### src/rtl/monitor_bus_host_if.sv
// Command handshake, response, interrupt and slot-bus signals of the BKM-68X host.
// master = the host block; slave = the command source plus the slot card.
interface monitor_bus_host_if;
    logic       cmd_valid;
    logic       cmd_ready;
    logic       cmd_write;
    logic [7:0] cmd_addr;
    logic [7:0] cmd_wdata;
    logic       rsp_valid;
    logic [7:0] rsp_rdata;
    logic       bus_reset_req;
    logic       irq_pending;
    logic       irq_ack;
    logic       busy;
    logic       slot_x_int_x;
    logic       clk_rw;
    logic       ax_d;
    logic       r_wx;
    logic       bus_reset_x;
    logic [7:0] ad_out;
    logic       ad_oe_x;
    logic [7:0] ad_in;
    logic       int_x;

    modport master (
        input  cmd_valid, cmd_write, cmd_addr, cmd_wdata, bus_reset_req, irq_ack, ad_in, int_x,
        output cmd_ready, rsp_valid, rsp_rdata, irq_pending, busy,
        output slot_x_int_x, clk_rw, ax_d, r_wx, bus_reset_x, ad_out, ad_oe_x
    );

    modport slave (
        output cmd_valid, cmd_write, cmd_addr, cmd_wdata, bus_reset_req, irq_ack, ad_in, int_x,
        input  cmd_ready, rsp_valid, rsp_rdata, irq_pending, busy,
        input  slot_x_int_x, clk_rw, ax_d, r_wx, bus_reset_x, ad_out, ad_oe_x
    );
endinterface

### src/rtl/monitor_bus_host.sv
// Monitor-side initiator for the BKM-68X slot: one command -> address phase + data phase.
// Latency 2*(SETUP+STROBE+HOLD)+1 cycles accept-to-rsp_valid; cmd_ready low while busy or a bus reset is pending.
module monitor_bus_host #(
    parameter int SETUP_CYCLES  = 2,
    parameter int STROBE_CYCLES = 4,
    parameter int HOLD_CYCLES   = 2,
    parameter int RESET_CYCLES  = 16
) (
    input logic                clk_50mhz_in,
    input logic                reset_x,
    monitor_bus_host_if.master bus
);
    localparam logic [2:0] ST_RESET_BUS = 3'd0;
    localparam logic [2:0] ST_IDLE      = 3'd1;
    localparam logic [2:0] ST_A_SETUP   = 3'd2;
    localparam logic [2:0] ST_A_STROBE  = 3'd3;
    localparam logic [2:0] ST_A_HOLD    = 3'd4;
    localparam logic [2:0] ST_D_SETUP   = 3'd5;
    localparam logic [2:0] ST_D_STROBE  = 3'd6;
    localparam logic [2:0] ST_D_HOLD    = 3'd7;

    localparam logic [7:0] SETUP_LD  = 8'(SETUP_CYCLES - 1);
    localparam logic [7:0] STROBE_LD = 8'(STROBE_CYCLES - 1);
    localparam logic [7:0] HOLD_LD   = 8'(HOLD_CYCLES - 1);
    localparam logic [7:0] RESET_LD  = 8'(RESET_CYCLES - 1);

    logic [2:0] state_q, state_d;
    logic [7:0] cnt_q, cnt_d;
    logic       write_q, write_d;
    logic [7:0] addr_q, addr_d, wdata_q, wdata_d;
    logic       pend_q, pend_d;
    logic       slot_q, slot_d, clk_rw_q, clk_rw_d, ax_d_q, ax_d_d, r_wx_q, r_wx_d;
    logic       oe_q, oe_d, brx_q, brx_d;
    logic [7:0] ad_out_q, ad_out_d, rdata_q, rdata_d;
    logic       rsp_q, rsp_d;
    logic       sync1_q, sync2_q, sync3_q, irq_q, irq_d;
    logic       last, accept, enter_rst, fall;

    assign last      = (cnt_q == 8'd0);
    assign accept    = (state_q == ST_IDLE) && !pend_q && bus.cmd_valid;
    assign enter_rst = (state_d == ST_RESET_BUS) && (state_q != ST_RESET_BUS);

    always_comb begin
        state_d = state_q;
        cnt_d   = last ? 8'd0 : cnt_q - 8'd1;
        case (state_q)
            ST_RESET_BUS: if (last) state_d = ST_IDLE;
            ST_IDLE: begin
                // A pending bus reset outranks a waiting command
                if (pend_q) begin
                    state_d = ST_RESET_BUS;
                    cnt_d   = RESET_LD;
                end else if (bus.cmd_valid) begin
                    state_d = ST_A_SETUP;
                    cnt_d   = SETUP_LD;
                end
            end
            ST_A_SETUP:  if (last) begin state_d = ST_A_STROBE; cnt_d = STROBE_LD; end
            ST_A_STROBE: if (last) begin state_d = ST_A_HOLD;   cnt_d = HOLD_LD;   end
            ST_A_HOLD:   if (last) begin state_d = ST_D_SETUP;  cnt_d = SETUP_LD;  end
            ST_D_SETUP:  if (last) begin state_d = ST_D_STROBE; cnt_d = STROBE_LD; end
            ST_D_STROBE: if (last) begin state_d = ST_D_HOLD;   cnt_d = HOLD_LD;   end
            ST_D_HOLD:   if (last) state_d = ST_IDLE;
            default:     state_d = ST_RESET_BUS;
        endcase
    end

    assign write_d = accept ? bus.cmd_write : write_q;
    assign addr_d  = accept ? bus.cmd_addr  : addr_q;
    assign wdata_d = accept ? bus.cmd_wdata : wdata_q;

    // Bus pins are decoded from the next state so they change on the state edge itself
    always_comb begin
        slot_d   = 1'b1;
        clk_rw_d = 1'b1;
        ax_d_d   = 1'b1;
        r_wx_d   = 1'b1;
        oe_d     = 1'b1;
        brx_d    = 1'b1;
        ad_out_d = ad_out_q;
        case (state_d)
            ST_RESET_BUS: brx_d = 1'b0;
            ST_A_SETUP, ST_A_STROBE, ST_A_HOLD: begin
                slot_d   = 1'b0;
                ax_d_d   = 1'b0;
                r_wx_d   = 1'b0;
                oe_d     = 1'b0;
                ad_out_d = addr_d;
                clk_rw_d = (state_d != ST_A_STROBE);
            end
            ST_D_SETUP, ST_D_STROBE, ST_D_HOLD: begin
                slot_d   = 1'b0;
                r_wx_d   = ~write_d;
                clk_rw_d = (state_d != ST_D_STROBE);
                if (write_d) begin
                    oe_d     = 1'b0;
                    ad_out_d = wdata_d;
                end
            end
            default: ;
        endcase
    end

    assign rsp_d   = (state_q == ST_D_HOLD) && last;
    assign rdata_d = ((state_q == ST_D_STROBE) && last && !write_q) ? bus.ad_in : rdata_q;
    assign pend_d  = bus.bus_reset_req | (pend_q & ~enter_rst);

    // Only a fresh synchronised falling edge sets the latch; it beats a same-cycle ack
    assign fall  = sync3_q & ~sync2_q;
    assign irq_d = (state_q == ST_RESET_BUS) ? 1'b0 :
                   fall                      ? 1'b1 :
                   bus.irq_ack               ? 1'b0 : irq_q;

    always_ff @(posedge clk_50mhz_in or negedge reset_x) begin
        if (!reset_x) begin
            state_q  <= ST_RESET_BUS;
            cnt_q    <= RESET_LD;
            write_q  <= 1'b0;
            addr_q   <= 8'h00;
            wdata_q  <= 8'h00;
            pend_q   <= 1'b0;
            slot_q   <= 1'b1;
            clk_rw_q <= 1'b1;
            ax_d_q   <= 1'b1;
            r_wx_q   <= 1'b1;
            oe_q     <= 1'b1;
            brx_q    <= 1'b0;
            ad_out_q <= 8'h00;
            rdata_q  <= 8'h00;
            rsp_q    <= 1'b0;
            sync1_q  <= 1'b1;
            sync2_q  <= 1'b1;
            sync3_q  <= 1'b1;
            irq_q    <= 1'b0;
        end else begin
            state_q  <= state_d;
            cnt_q    <= cnt_d;
            write_q  <= write_d;
            addr_q   <= addr_d;
            wdata_q  <= wdata_d;
            pend_q   <= pend_d;
            slot_q   <= slot_d;
            clk_rw_q <= clk_rw_d;
            ax_d_q   <= ax_d_d;
            r_wx_q   <= r_wx_d;
            oe_q     <= oe_d;
            brx_q    <= brx_d;
            ad_out_q <= ad_out_d;
            rdata_q  <= rdata_d;
            rsp_q    <= rsp_d;
            sync1_q  <= bus.int_x;
            sync2_q  <= sync1_q;
            sync3_q  <= sync2_q;
            irq_q    <= irq_d;
        end
    end

    assign bus.cmd_ready    = (state_q == ST_IDLE) && !pend_q;
    assign bus.busy         = (state_q != ST_IDLE);
    assign bus.rsp_valid    = rsp_q;
    assign bus.rsp_rdata    = rdata_q;
    assign bus.irq_pending  = irq_q;
    assign bus.slot_x_int_x = slot_q;
    assign bus.clk_rw       = clk_rw_q;
    assign bus.ax_d         = ax_d_q;
    assign bus.r_wx         = r_wx_q;
    assign bus.bus_reset_x  = brx_q;
    assign bus.ad_out       = ad_out_q;
    assign bus.ad_oe_x      = oe_q;
endmodule

### src/flat_wrapper.sv
// flat-port wrapper written by rule: the top's interface ports become plain ports
module monitor_bus_host_flat 
#(
    parameter int SETUP_CYCLES  = 2,
    parameter int STROBE_CYCLES = 4,
    parameter int HOLD_CYCLES   = 2,
    parameter int RESET_CYCLES  = 16
)
  (clk_50mhz_in, reset_x, bus_cmd_valid, bus_cmd_write, bus_cmd_addr, bus_cmd_wdata, bus_bus_reset_req, bus_irq_ack, bus_ad_in, bus_int_x, bus_cmd_ready, bus_rsp_valid, bus_rsp_rdata, bus_irq_pending, bus_busy, bus_slot_x_int_x, bus_clk_rw, bus_ax_d, bus_r_wx, bus_bus_reset_x, bus_ad_out, bus_ad_oe_x);
  monitor_bus_host_if bus_i ();
  input logic clk_50mhz_in;
  input logic reset_x;
  input wire logic [$bits(bus_i.cmd_valid)-1:0] bus_cmd_valid;
  input wire logic [$bits(bus_i.cmd_write)-1:0] bus_cmd_write;
  input wire logic [$bits(bus_i.cmd_addr)-1:0] bus_cmd_addr;
  input wire logic [$bits(bus_i.cmd_wdata)-1:0] bus_cmd_wdata;
  input wire logic [$bits(bus_i.bus_reset_req)-1:0] bus_bus_reset_req;
  input wire logic [$bits(bus_i.irq_ack)-1:0] bus_irq_ack;
  input wire logic [$bits(bus_i.ad_in)-1:0] bus_ad_in;
  input wire logic [$bits(bus_i.int_x)-1:0] bus_int_x;
  output wire logic [$bits(bus_i.cmd_ready)-1:0] bus_cmd_ready;
  output wire logic [$bits(bus_i.rsp_valid)-1:0] bus_rsp_valid;
  output wire logic [$bits(bus_i.rsp_rdata)-1:0] bus_rsp_rdata;
  output wire logic [$bits(bus_i.irq_pending)-1:0] bus_irq_pending;
  output wire logic [$bits(bus_i.busy)-1:0] bus_busy;
  output wire logic [$bits(bus_i.slot_x_int_x)-1:0] bus_slot_x_int_x;
  output wire logic [$bits(bus_i.clk_rw)-1:0] bus_clk_rw;
  output wire logic [$bits(bus_i.ax_d)-1:0] bus_ax_d;
  output wire logic [$bits(bus_i.r_wx)-1:0] bus_r_wx;
  output wire logic [$bits(bus_i.bus_reset_x)-1:0] bus_bus_reset_x;
  output wire logic [$bits(bus_i.ad_out)-1:0] bus_ad_out;
  output wire logic [$bits(bus_i.ad_oe_x)-1:0] bus_ad_oe_x;
  assign bus_i.cmd_valid = bus_cmd_valid;
  assign bus_i.cmd_write = bus_cmd_write;
  assign bus_i.cmd_addr = bus_cmd_addr;
  assign bus_i.cmd_wdata = bus_cmd_wdata;
  assign bus_i.bus_reset_req = bus_bus_reset_req;
  assign bus_i.irq_ack = bus_irq_ack;
  assign bus_i.ad_in = bus_ad_in;
  assign bus_i.int_x = bus_int_x;
  assign bus_cmd_ready = bus_i.cmd_ready;
  assign bus_rsp_valid = bus_i.rsp_valid;
  assign bus_rsp_rdata = bus_i.rsp_rdata;
  assign bus_irq_pending = bus_i.irq_pending;
  assign bus_busy = bus_i.busy;
  assign bus_slot_x_int_x = bus_i.slot_x_int_x;
  assign bus_clk_rw = bus_i.clk_rw;
  assign bus_ax_d = bus_i.ax_d;
  assign bus_r_wx = bus_i.r_wx;
  assign bus_bus_reset_x = bus_i.bus_reset_x;
  assign bus_ad_out = bus_i.ad_out;
  assign bus_ad_oe_x = bus_i.ad_oe_x;
  monitor_bus_host #(.SETUP_CYCLES(SETUP_CYCLES), .STROBE_CYCLES(STROBE_CYCLES), .HOLD_CYCLES(HOLD_CYCLES), .RESET_CYCLES(RESET_CYCLES)) u_core (.clk_50mhz_in(clk_50mhz_in), .reset_x(reset_x), .bus(bus_i));
endmodule
### config.mk
export PLATFORM = sky130hd
export DESIGN_NAME = monitor_bus_host_flat
export DESIGN_NICKNAME = d
export VERILOG_FILES = /design/src/rtl/monitor_bus_host_if.sv /design/src/rtl/monitor_bus_host.sv /design/src/flat_wrapper.sv
export SDC_FILE = /design/constraint.sdc
export NUM_CORES = 1
export LEC_CHECK = 0
export ABC_CLOCK_PERIOD_IN_PS = 4400
export BUFFER_PORTS_ARGS = -buffer_cell sky130_fd_sc_hd__buf_4
export CORE_MARGIN = 5
export CORE_UTILIZATION = 41
export DETAILED_ROUTE_END_ITERATION = 10
export PLACE_DENSITY = 0.62
export SYNTH_ARGS = -nofsm -noshare
export SYNTH_HDL_FRONTEND = slang
export SYNTH_SLANG_ARGS = --single-unit
export TNS_END_PERCENT = 50
### constraint.sdc
create_clock -name clk_50mhz_in -period 4.4 [get_ports clk_50mhz_in]
set_input_delay 0.22 -clock clk_50mhz_in [delete_from_list [all_inputs] [get_ports clk_50mhz_in]]
set_output_delay 0.22 -clock clk_50mhz_in [all_outputs]
set_load 0.005 [all_outputs]
After elaboration in Yosys (flattened, before gate mapping)
Index checks and enable logic that the tools add are counted.

Bits in registers: 56. Bits in latches: 0. Memory bits (writable): 0. Bits in read-only memories: 0. Input bits: 31. Output and inout bits: 26. Word-level logic and storage cells: 94. Memories kept: 0.

Add/sub/neg operators: 1. $mul: 0. Div/mod/pow operators: 0. $lt $le $gt $ge: 0. Equal/unequal tests: 17. Shift-type cells: 0. Mux-type cells: 30. Bitwise logic cells: 6. Reduce and logical (&&, ||, !) cells: 21.

Operators by type and width (number): 8-bit 2-to-1 mux (8); 3-bit equality test (second input constant) (8); 3-bit 2-to-1 mux (8); 8-bit case mux with 3 select lines (1); 3-bit case mux with 7 select lines (1); 8-bit case mux with 2 select lines (1); 3-bit by 2-bit equality test with 1-bit output (second input constant) (4); 3-bit OR reduction (3); 8-bit zero test (1); 1-bit 2-to-1 mux (8); 8-bit by 1-bit subtractor with 8-bit output (second input constant) (1); 1-bit logical AND (6); 3-bit zero test (2); 1-bit case mux with 2 select lines (3); 3-bit nonzero test (2); 6-bit OR reduction (1); 2-bit OR reduction (2); 3-bit by 1-bit equality test with 1-bit output (second input constant) (1); 3-bit by 1-bit inequality test with 1-bit output (second input constant) (1); 3-bit by 2-bit inequality test with 1-bit output (second input constant) (1); 3-bit inequality test (second input constant) (1); 1-bit NOT (3); 1-bit AND (2); 1-bit zero test (2); other kinds (4) (4).

Logic depth before layout (Yosys ltp)
Depth after elaboration: 8. Gate-level depth with buffers: 11. Mapped depth without buffers: 9.

Worst setup path after synthesis
Ideal clock, no wire load.

Path kind: register to register. Start point: register u_core.cnt_q[4]. End point: register u_core.ad_out_q[0], in the netlist u_core.bus.ad_out[0]. Setup time: 118 ps. Arrival: 1949 ps. Required time: 4282 ps. Path slack: 2333 ps. Cell stages (with the launch flop): 8. Clock period less this slack: 2067 ps. Cell sequence: dfrtp_1 > nor4_4 > nand4_1 > xor2_1 > buf_2 > mux2i_1 > o32ai_1 > a21o_1.

Word-level cells in the longest chain between the ends: 7.

Ends and longest elaborated chain: start, declared (line monitor_bus_host.sv:28) `logic [7:0] cnt_q, cnt_d;`; start signal, assigned (line monitor_bus_host.sv:137) `cnt_q <= cnt_d;`; 8-bit zero test * (line monitor_bus_host.sv:39) `assign last = (cnt_q == 8'd0);`; 3-bit 2-to-1 mux, or another cell as far along (line monitor_bus_host.sv:47, monitor_bus_host.sv:63); 3-bit case mux with 7 select lines * (line monitor_bus_host.sv:46) `case (state_q)`; 3-bit equality test or 3-bit by 2-bit equality test with 1-bit output (tied branches) (line monitor_bus_host.sv:81) `case (state_d)`; 3-bit OR reduction (line monitor_bus_host.sv:81); 2-bit by 1-bit inequality test with 1-bit output (no line) or 2-bit nonzero test (tied branches); 2-bit AND reduction (no line); end signal, assigned (line monitor_bus_host.sv:148) `ad_out_q <= ad_out_d;`; end, declared (line monitor_bus_host.sv:34) `logic [7:0] ad_out_q, ad_out_d, rdata_q, rdata_d;`.

Mark *: on every way between the ends. The rest lies on a longest branch, timed or not. A chain may end at the register's enable or synchronous reset.

Worst setup path in the final report
Start point: register u_core.state_q[2]. End point: register u_core.ad_out_q[1], in the netlist u_core.bus.ad_out[1].

RTL lines: start, declared (line monitor_bus_host.sv:27) `logic [2:0] state_q, state_d;`; start signal, assigned (line monitor_bus_host.sv:136) `state_q <= state_d;`; 3-bit by 1-bit equality test with 1-bit output (line monitor_bus_host.sv:40) `assign accept = (state_q == ST_IDLE) && !pend_q && bus.cmd_valid;`; 1-bit logical AND (2 in series) (line monitor_bus_host.sv:40); 8-bit 2-to-1 mux (line monitor_bus_host.sv:69) `assign addr_d = accept ? bus.cmd_addr : addr_q;`; named net u_core.addr_d[1] (line monitor_bus_host.sv:30) `logic [7:0] addr_q, addr_d, wdata_q, wdata_d;`; 8-bit case mux with 2 select lines (line monitor_bus_host.sv:81).

The timed path passes the listed nets, and every way through them passes these cells. The select of a mux whose other input is x is not followed.

==> run summary <==
The logs give 0.761 for the global placement routability congestion and 0.146 for the global-route usage over all layers. The clock drives 55 sinks. The area enclosed by the die boundary came out at 8350 um2. TritonCTS built the clock tree. Via density per instance: 5.31.

Of all nets on the critical path, the largest fanout is 20. A synthesized cell averages 10.7 um2. The number of antenna diodes in the final layout is 0. The slowest cell on the critical path was sky130_fd_sc_hd__dfrtp_1.

Launch point of the worst hold path: bus_bus_reset_req. The synthesized design contains 55 register bits. Entering global routing, the biggest net connects 56 pins. The remaining antenna violation count was 0. Setup repair after global routing left no endpoint under its margin. The run gives 0 as the number of maximum-capacitance constraint violations. Power consumption: 1680 uW. The proportion of power drawn by combinational gates is 0.334. The logs give 0 for the total overflow reported by the global router and 0.30 ns for the clock network latency to the later pin of the worst-skew pair. The ratio of final minimum period to clock period came out at 0.627.

After clock tree synthesis, the clock-pin slew on the worst setup and hold paths is 0.10 ns. The most repeated cell in the gate-level netlist after synthesis is sky130_fd_sc_hd__dfrtp_1. For the post-DP HPWL, the log shows 4230 um.

For the starting density of the core, the log shows 0.425. After layout, the minimum clock period comes to 2.76 ns. In the final design database the tool counted 340 nets.

The commonest cells after synthesis are sky130_fd_sc_hd__dfrtp_1 (44), sky130_fd_sc_hd__nand2_1 (43), sky130_fd_sc_hd__nor2_1 (19), sky130_fd_sc_hd__mux2_2 (12), sky130_fd_sc_hd__dfstp_2 (11). After technology mapping, the gate count stands at 254. The run gives 0.242 as the relative slew slack.

At the worst endpoint, the required time is 4.61 ns. Traced cell by cell, the critical path runs through nor2_4 > and2_4 > inv_2 > or2_1 > buf_4 > mux2_2 > mux2i_1 > o32ai_1 > a21o_1. Broken down by cell family, the worst path's largest delay share belongs to simple AND/OR/NAND/NOR gates. The final setup violation count is 0, and the actual transition at the worst max-transition pin is 1.14 ns. The run gives 6390 um2 as the area of the placeable core. The type of the setup path with the least slack was reg -> reg. The relative contribution of the clock network to total power was 0.204; the cell area after placement was 3170 um2. The min-delay analysis places its worst path in the category in -> reg. The CTS H-tree depth is 2, and the total via count after detailed routing is 2043. Pre-CTS worst setup slack: 1.66 ns.

IR analysis of the VDD net gives a maximum drop of 201 uV. Buffers inserted during clock tree synthesis total 5. For the summed negative setup slack over all endpoints, the log shows 0 ns. The final-report max-slew violation count was 0; the highest clock frequency the design can meet was 363 MHz. The number of flops mapped to enable cells by yosys is 0, and the leakage component of the power is 0.00162 uW. Counting both buffers and inverters, the worst setup path holds a total of 2.

The number of nets in the synthesized netlist is 287. From bottom edge to top edge, the die measures 91.4 um. The power dissipated by switching net loads is 556 uW. Summing all non-filler instances in the final layout gives an area of 3300 um2. The share of cells above drive strength 1 was 0.338; the post-layout worst setup margin was 1.64 ns. In this run the critical register-to-register path is launched from u_core.state_q[2].

The switching part of the total power was 0.330. The largest clock skew in the final design is 0.00397 ns. For this run, the detailed router's first-pass iteration total came to 4. The relative area change from synthesis to final layout was 21.5%.

The final layout contains routed wiring with a total length of 6030 um. After synthesis, the cell types taking the most area are sky130_fd_sc_hd__dfrtp_1 (41%), sky130_fd_sc_hd__dfstp_2 (11%), sky130_fd_sc_hd__nand2_1 (5.9%), sky130_fd_sc_hd__mux2_2 (5.0%), sky130_fd_sc_hd__mux2i_1 (2.9%). Of all cell types, the one taking the most synthesized area is sky130_fd_sc_hd__dfrtp_1. STA classifies the critical path endpoint as a flip-flop.

The final routed wire length divided by cell count came out at 15.7 um. The initial antenna violation count is 0, and the global-route wire length before repair is 10100 um. In this run the power density over the cells is 510 nW/um2. For the post-CTS resize count, the log shows 0.

Worst-case hold slack: 0.0901 ns. Most used flip-flop cell after synthesis: sky130_fd_sc_hd__dfrtp_1. Clock tree buffer depth: 2. The relative contribution of sequential cells to total power is 0.462, and the reg-to-reg setup timing slack is 1.64 ns. From left edge to right edge, the die measures 91.4 um. The hold violation count in the final report came out at 0. For the via count of the first global-routing pass, the log shows 2111.

Synthesis instantiated 46 different standard cells from the library. The mapped netlist covers 2720 um2. For the share of synthesized area occupied by flip-flops and latches, the log shows 0.512.

For this block, the initial DRC count from the detailed router was 105. The largest single stage delay on the critical path is 0.62 ns. The internal portion of the total power is 1130 uW.

The flow ran to the end, and the final reports show no timing, DRC or antenna violations. Proportion of netlist area held by the largest area contributor: 0.405. In this run the count of I/O pins placed on the die edge is 57. The tree is rooted in a sky130_fd_sc_hd__clkbuf_8. The type of element launching the critical path was a flip-flop.

For this run, the number of Yosys warnings is 0. At the worst endpoint, the arrival time is 2.96 ns. The share of synthesized flip-flops with an asynchronous set or reset is 1.00, and the total number of placement rows is 29. The tools report the remaining routing DRC violations as 0.

Launching instance or port of the critical path: u_core.state_q[2]. The number of I/O port buffers was 56.
[kinds of logic after synthesis]
logic type,share of synthesized area
AND/OR/NAND/NOR,0.150
AO/OA/AOI/OAI,0.152
flip-flops,0.512
multiplexers,0.101
buffers and inverters,0.0470
XOR/XNOR,0.0290
adder cells (fa/ha/maj),0.00921
[cell usage in the layout (no fill, tap or decap), drive strengths merged, types with 3 or more instances in the layout]
master / instances
dfstp: 11
xnor2: 3
mux2i: 8
o21ai: 9
o211ai: 9
a21oi: 5
a31oi: 8
clkbuf: 5
nor2: 21
xor2: 6
nor3: 3
nand2: 44
a21o: 9
nand2b: 3
and2: 3
inv: 9
dfrtp: 44
mux2: 16
buf: 59
o32ai: 8
[flip-flops by register name, summed over array words and instances, names as in the netlist, 3 cells and up]
register / cells
u_core.addr_q: 8
u_core.bus.ad_out: 8
u_core.bus.rsp_rdata: 8
u_core.cnt_q: 8
u_core.wdata_q: 8
u_core.state_q: 3
[power groups by stage]
stage	logic [uW]	clock network, uW	registers (uW)
6_report	563	343	777
4_1_cts	570	356	779
5_1_grt	631	377	799
3_3_place_gp	558	0	786
2_1_floorplan	371	0	757
3_5_place_dp	569	0	788
[cell type report]
type | instances | area (um2)
clock buffers | 5 | 68.8
fillers | 596 | 3090
multi-input cells | 176 | 1210
well taps | 77 | 96.3
inverters | 8 | 30.0
repair buffers | 61 | 463
flip-flops and latches | 55 | 1390
clock inverters | 3 | 46.3
[path summary, 6_finish.rpt]
| check | to | cells after the start |
|---|---|---|
| min reg2reg | u_core.sync2_q | 0 |
| max reg2reg | u_core.bus.ad_out[1] | 9 |
| min | u_core.pend_q | 2 |
| max | u_core.bus.ad_out[1] | 9 |
| min in group asynchronous | u_core.cnt_q[7] | 2 |
| max in group asynchronous | u_core.bus.rsp_rdata[2] | 2 |
[layer usage]
layer	GRT usage	wire length, um	up-vias
met5	0	0	-
met4	0.0623	189	0
met3	0.0322	276	14
met2	0.226	2760	60
met1	0.197	2800	975
li1	-	-	994
[metrics by stage]
| stage | instances | util |
|---|---|---|
| finish | 385 | 0.517 |
| CTS | 384 | 0.515 |
| floorplan | 254 | - |
| global placement | 375 | 0.496 |
| detailed placement | 375 | 0.496 |
| global route | 385 | 0.517 |
[repair_timing]
action,in CTS,in global routing
hold endpoints to repair,44,1
hold buffers,1,1
setup buffers,0,0
Power figures use the tool's default switching activity.
